## src/rtl/mips_pkg.sv

```systemverilog
// Shared MIPS definitions: opcode/funct encodings, reset PC and the fetch FSM states.
package mips_pkg;

    localparam logic [31:0] RESET_PC_DEF = 32'h0000_0000;

    localparam logic [5:0] OP_RTYPE = 6'h00;
    localparam logic [5:0] OP_J     = 6'h02;
    localparam logic [5:0] OP_JAL   = 6'h03;
    localparam logic [5:0] OP_BEQ   = 6'h04;
    localparam logic [5:0] OP_BNE   = 6'h05;
    localparam logic [5:0] FN_JR    = 6'h08;

    typedef logic [1:0] fetch_state_t;
    localparam fetch_state_t ST_IDLE  = 2'd0;
    localparam fetch_state_t ST_FETCH = 2'd1;
    localparam fetch_state_t ST_ISSUE = 2'd2;

endpackage

```

## src/rtl/next_pc_calc.sv

```systemverilog
// Combinational next-PC selection: JR, then J/JAL, then taken BNE, else sequential.
module next_pc_calc #(
    parameter int ADDR_W = 32
) (
    input  logic [ADDR_W-1:0] pc_plus4,
    input  logic [25:0]       instr,
    input  logic [ADDR_W-1:0] rs_data,
    input  logic              jump,
    input  logic              jump_sel,
    input  logic              branch,
    input  logic              alu_zero,
    output logic [ADDR_W-1:0] next_pc,
    output logic              misalign_c
);

    logic [ADDR_W-1:0] br_off_s;

    assign br_off_s = {{(ADDR_W-18){instr[15]}}, instr[15:0], 2'b00};

    // Priority select; JR target low bits are forced to zero and reported
    always_comb begin
        next_pc    = pc_plus4;
        misalign_c = 1'b0;
        if (jump && jump_sel) begin
            next_pc    = {rs_data[ADDR_W-1:2], 2'b00};
            misalign_c = |rs_data[1:0];
        end else if (jump) begin
            next_pc    = {pc_plus4[ADDR_W-1:28], instr[25:0], 2'b00};
        end else if (branch && !alu_zero) begin
            next_pc    = pc_plus4 + br_off_s;
        end else begin
            next_pc    = pc_plus4;
        end
    end

endmodule

```

## src/rtl/fetch_unit.sv

```systemverilog
// Instruction-fetch stage: owns the PC, handshakes with instruction memory and
// holds the instruction register until the datapath reports completion.
module fetch_unit
    import mips_pkg::*;
#(
    parameter int                ADDR_W   = 32,
    parameter logic [ADDR_W-1:0] RESET_PC = ADDR_W'(RESET_PC_DEF)
) (
    input  logic              clk,
    input  logic              reset_n,
    output logic              imem_req,
    output logic [ADDR_W-1:0] imem_addr,
    input  logic [31:0]       imem_rdata,
    input  logic              imem_ack,
    output logic [31:0]       instr,
    output logic [5:0]        opcode,
    output logic [5:0]        funct,
    output logic              instr_valid,
    output logic [ADDR_W-1:0] pc,
    output logic [ADDR_W-1:0] pc_plus4,
    input  logic              exec_done,
    input  logic              jump,
    input  logic              jump_sel,
    input  logic              branch,
    input  logic              alu_zero,
    input  logic [ADDR_W-1:0] rs_data,
    output logic              misalign
);

    fetch_state_t      state_q, state_d;
    logic [ADDR_W-1:0] pc_q, pc_d;
    logic [31:0]       instr_q, instr_d;
    logic              valid_q, valid_d;
    logic              req_q, req_d;
    logic              misalign_q, misalign_d;
    logic [ADDR_W-1:0] pc_plus4_s;
    logic [ADDR_W-1:0] next_pc_s;
    logic              misalign_c_s;

    assign pc_plus4_s = pc_q + ADDR_W'(32'd4);

    next_pc_calc #(.ADDR_W(ADDR_W)) u_next_pc (
        .pc_plus4   (pc_plus4_s),
        .instr      (instr_q[25:0]),
        .rs_data    (rs_data),
        .jump       (jump),
        .jump_sel   (jump_sel),
        .branch     (branch),
        .alu_zero   (alu_zero),
        .next_pc    (next_pc_s),
        .misalign_c (misalign_c_s)
    );

    // FSM and datapath next-state; control inputs only matter on the completing ISSUE cycle
    always_comb begin
        state_d    = state_q;
        pc_d       = pc_q;
        instr_d    = instr_q;
        valid_d    = valid_q;
        req_d      = req_q;
        misalign_d = 1'b0;
        case (state_q)
            ST_IDLE: begin
                state_d = ST_FETCH;
                req_d   = 1'b1;
            end
            ST_FETCH: begin
                if (imem_ack) begin
                    state_d = ST_ISSUE;
                    instr_d = imem_rdata;
                    valid_d = 1'b1;
                    req_d   = 1'b0;
                end else begin
                    state_d = ST_FETCH;
                end
            end
            ST_ISSUE: begin
                if (exec_done) begin
                    state_d    = ST_FETCH;
                    pc_d       = next_pc_s;
                    valid_d    = 1'b0;
                    req_d      = 1'b1;
                    misalign_d = misalign_c_s;
                end else begin
                    state_d = ST_ISSUE;
                end
            end
            default: begin
                state_d = ST_IDLE;
                valid_d = 1'b0;
                req_d   = 1'b0;
            end
        endcase
    end

    // State registers; async reset drops the request immediately
    always_ff @(posedge clk or negedge reset_n) begin
        if (!reset_n) begin
            state_q    <= ST_IDLE;
            pc_q       <= RESET_PC;
            instr_q    <= 32'h0000_0000;
            valid_q    <= 1'b0;
            req_q      <= 1'b0;
            misalign_q <= 1'b0;
        end else begin
            state_q    <= state_d;
            pc_q       <= pc_d;
            instr_q    <= instr_d;
            valid_q    <= valid_d;
            req_q      <= req_d;
            misalign_q <= misalign_d;
        end
    end

    assign imem_req    = req_q;
    assign imem_addr   = pc_q;
    assign instr       = instr_q;
    assign opcode      = instr_q[31:26];
    assign funct       = instr_q[5:0];
    assign instr_valid = valid_q;
    assign pc          = pc_q;
    assign pc_plus4    = pc_plus4_s;
    assign misalign    = misalign_q;

endmodule
```

## config.mk

```make
export PLATFORM = sky130hd
export DESIGN_NAME = fetch_unit
export DESIGN_NICKNAME = d
export VERILOG_FILES = /design/src/rtl/mips_pkg.sv /design/src/rtl/next_pc_calc.sv /design/src/rtl/fetch_unit.sv
export SDC_FILE = /design/constraint.sdc
export NUM_CORES = 1
export LEC_CHECK = 0
export CAP_MARGIN = 15
export CORE_MARGIN = 5
export CORE_UTILIZATION = 42
export DETAILED_ROUTE_END_ITERATION = 8
export GPL_TIMING_DRIVEN = 0
export PLACE_DENSITY = 0.83
export SLEW_MARGIN = 0
export SYNTH_ARGS = -nofsm -noshare
export SYNTH_HDL_FRONTEND = slang
export SYNTH_HIERARCHICAL = 1
export SYNTH_SLANG_ARGS = --single-unit
```

## constraint.sdc

```tcl
create_clock -name clk -period 3.6 [get_ports clk]
set_input_delay 0.36 -clock clk [delete_from_list [all_inputs] [get_ports clk]]
set_output_delay 0.36 -clock clk [all_outputs]
set_load 0.01 [all_outputs]
```

==> flow_summary.yaml <==
logic_synthesis:
  seq_area_frac_synth_pct: 28.83
  syn_nets: 737
  synthFlopType: "dfrtp_1"
  avgSynthCellArea_um2: 9.447
  synthTopCellsByArea: "dfrtp_1 29%, mux2_2 14%, ha_1 6.3%"
  synthTopCellsByCount: "76 x mux2_2, 69 x dfrtp_1, 47 x buf_4, 44 x a21oi_1, 38 x nand2_1"
  yosysTopAreaCell: "dfrtp_1"
  synth_edf_count: 0
  synth_area_um2: 5989
  synth.distinct_cells: 62
  synth.top_cell.area_share_pct: 28.83
  ys.warnings.count: 6
  ys_ff_latch: 69
  synth_cells: 634
  synthArstFlopShare_pct: 100.0
  synthMostInstantiatedCell: "mux2_2"
worst_setup_path:
  crit_chain: "nand4_4, buf_6, nor4_4, buf_6, buf_6, nand4_1, xnor2_2, ha_1, buf_6, nand4_1, nor2_2, nand2_1, a2bb2oi_1, o21ai_1, nor2_1, xnor2_1, o21ai_1, mux2_4"
  crit_path_max_fanout: 6
  crit_path_frequent_cell: "buf_6"
  crit_path_start_kind: "register"
  slowest_delay_ns: 0.39
  slowest_stage: "dfrtp_2"
  arrival_ns: 3.90
  required_ns: 3.84
  crit_type: "register to register"
  end_kind: "register"
power:
  clkPwrFrac_pct: 10.1
  p_switching_mw: 4.510
  pwr-share-seq_pct: 16.9
  ir_drop_v: 0.0006495
  power_density_nw_per_um2: 1082
  p_leak_nw: 4.089
  p_comb_share_pct: 73.0
  p_int_mw: 6.027
  p_sw_share_pct: 42.80
clock_tree:
  cts_sinks: 69
  cts.path.max_buffers: 2
  cts_root_buffer: "clkbuf_16"
  clkLatencyLatePin_ns: 0.35
  path_clk_slew_ns: 0.07
  h-tree-depth: 3
  numCtsBuffers: 9
  cts_tree: "built"
finish:
  final_cell_area_um2: 9742
  n_antenna_cell: 0
  syn2layout_area_growth_pct: 62.65
  layout-drive-gt1-share_pct: 33.12
  nFillCells: 995
  final_cells: 1098
  final_nets: 1016
place:
  dpl.cell_count: 1028
  gp_congestion: 0.9096
  place_area_um2: 8429
  dp_hpwl_um: 15170
  port_buffers: 213
sta:
  fin_crit_sh_pct: 101.5
  tightest_slew_ns: 1.115
  finalSetupViolCount: 2
  skew_ns: 0.01034
  rsz0062_at_grt: "yes"
  max_freq_ghz: 0.2736
  finalCriticalPeriod_ns: 3.655
  timing.final.ws_setup_ns: -0.05534
  relSlewSlack_pct: 25.66
  slew_violations: 0
  hold_viol: 0
global_route:
  grt-ovfl-total: 0
  grt_use_total_pct: 25.64
  antenna_found_initial: 0
  grt_pass1_vias: 6230
  grt_pass1_wl_um: 33600
  grt_start_max_net_pins: 38
floorplan:
  io_pins: 215
  start_util_pct: 42.98
  die_y_um: 129.4
  die_w_um: 129.4
  core.rowCount: 43
  die_area_um2: 16750
  core_area_um2: 13930
routing:
  drc: 0
  avgViaCountPerCell: 5.677
  wire_per_inst_um: 20.31
  drt-total-wl_um: 22300
  ant_nets: 0
  dr.pass1.iters: 7
  first_iter_violations: 453
  dr_total_vias: 6233
flow_run:
  maxCapViolations: 0
outcome:
  violations: "setup timing"
  status: "finished, violations left"
worst_hold_path:
  hp-class: "input port to async pin"
[stage by stage]
step	power (mW)	setup TNS, ns	utilization (%)	hold WS, ns	setup WS (ns)
finish	10.54	-0.07084	69.91	0.4931	-0.05534
global route	11.18	-1.400	69.91	0.5390	-0.1996
CTS	9.775	0	66.80	0.5156	0.005149
detailed placement	8.085	-7.422	60.49	0.3361	-0.7046
global placement	7.994	-35.75	60.37	0.5006	-0.7255
floorplan	5.630	-0.0006051	-	0.06441	-0.0006051
[cells in the final DEF, fill, tap and decap left out, types with 6 or more instances in the layout]
cell type,instances
a211oi_1,10
a211oi_2,7
a21o_1,16
a21oi_1,40
and2_1,6
buf_2,6
buf_4,98
clkbuf_1,15
clkbuf_16,9
clkdlybuf4s50_1,212
dfrtp_1,54
dfrtp_2,15
ha_1,15
ha_4,13
inv_1,11
mux2_2,72
mux2i_1,17
nand2_1,36
nand2b_1,9
nand3_1,15
nand4_1,9
nor2_1,30
nor2b_1,6
nor3b_1,7
o21ai_0,15
o21ai_1,11
xnor2_1,16
xnor2_2,14
xor2_1,16
[cell families after synthesis]
kind of cell / after synthesis / synth area share [%]
simple gates: 160 / 14.89
compound gates: 144 / 16.71
mux: 93 / 17.13
buf+inv: 87 / 8.523
flops: 69 / 28.83
xor+xnor: 50 / 7.311
fa+ha+maj: 31 / 6.601
[worst paths after layout]
kind / from / endpoint / cells past startpoint / slack (ns)
min in group clk: instr_valid / instr_valid / 2 / 0.53
worst max register to register: imem_addr[9] / imem_addr[27] / 18 / -0.06
worst min-delay path: reset_n / instr[6] / 2 / 0.49
max in group asynchronous: reset_n / imem_addr[14] / 3 / 2.53
worst min register to register: instr_valid / instr_valid / 2 / 0.53
worst max-delay path: imem_addr[9] / imem_addr[27] / 18 / -0.06
[metal layers]
metal	track usage (%)	vias up	wire length, µm
li1	-	2831	-
met1	31.23	3037	8564
met2	44.73	302	11240
met3	6.224	63	1807
met4	8.191	0	688
met5	0	-	0
[repair_timing]
item                                    4_1_cts  5_1_grt
resized for setup                            41       58
pin swaps                                    22       45
buffers inserted                             39       17
hold buffers                                  1        0
endpoints found under the setup margin       18       19
hold endpoints to repair                     32        0
[final cells by class]
cell class | count | area (µm²) | share of cell area [%]
clock buffers | 9 | 225.2 | 2.312
well taps | 180 | 225.2 | 2.312
plain buffers | 73 | 461.7 | 4.739
clock inverters | 7 | 123.9 | 1.272
inverters | 11 | 41.29 | 0.4238
repair buffers | 271 | 2608 | 26.77
multi-input cells | 478 | 4312 | 44.26
flip-flops and latches | 69 | 1745 | 17.92
[power groups by stage]
| stage | clock [mW] | combinational (mW) | sequential (mW) |
|---|---|---|---|
| global route | 1.10 | 8.23 | 1.84 |
| CTS | 1.07 | 6.96 | 1.74 |
| global placement | 0 | 6.24 | 1.75 |
| detailed placement | 0 | 6.32 | 1.77 |
| finish | 1.06 | 7.70 | 1.78 |
| floorplan | 0 | 3.85 | 1.78 |
[critical path, delay by kind of cell (launching register included)]
| family | cells | cell delay (ns) |
|---|---|---|
| XOR/XNOR | 2 | 0.47 |
| buffers and inverters | 4 | 0.57 |
| adder cells (fa/ha/maj) | 1 | 0.31 |
| multiplexers | 1 | 0.29 |
| AO/OA/AOI/OAI | 3 | 0.36 |
| AND/OR/NAND/NOR | 7 | 1.15 |
| flip-flops | 1 | 0.39 |
[flip-flops by register name (all words and copies together), names as in the netlist]
name         count
state_q          2
imem_addr       32
instr_valid      1
misalign         1
imem_req         1
instr           32
(Power assumes the default switching activity.)
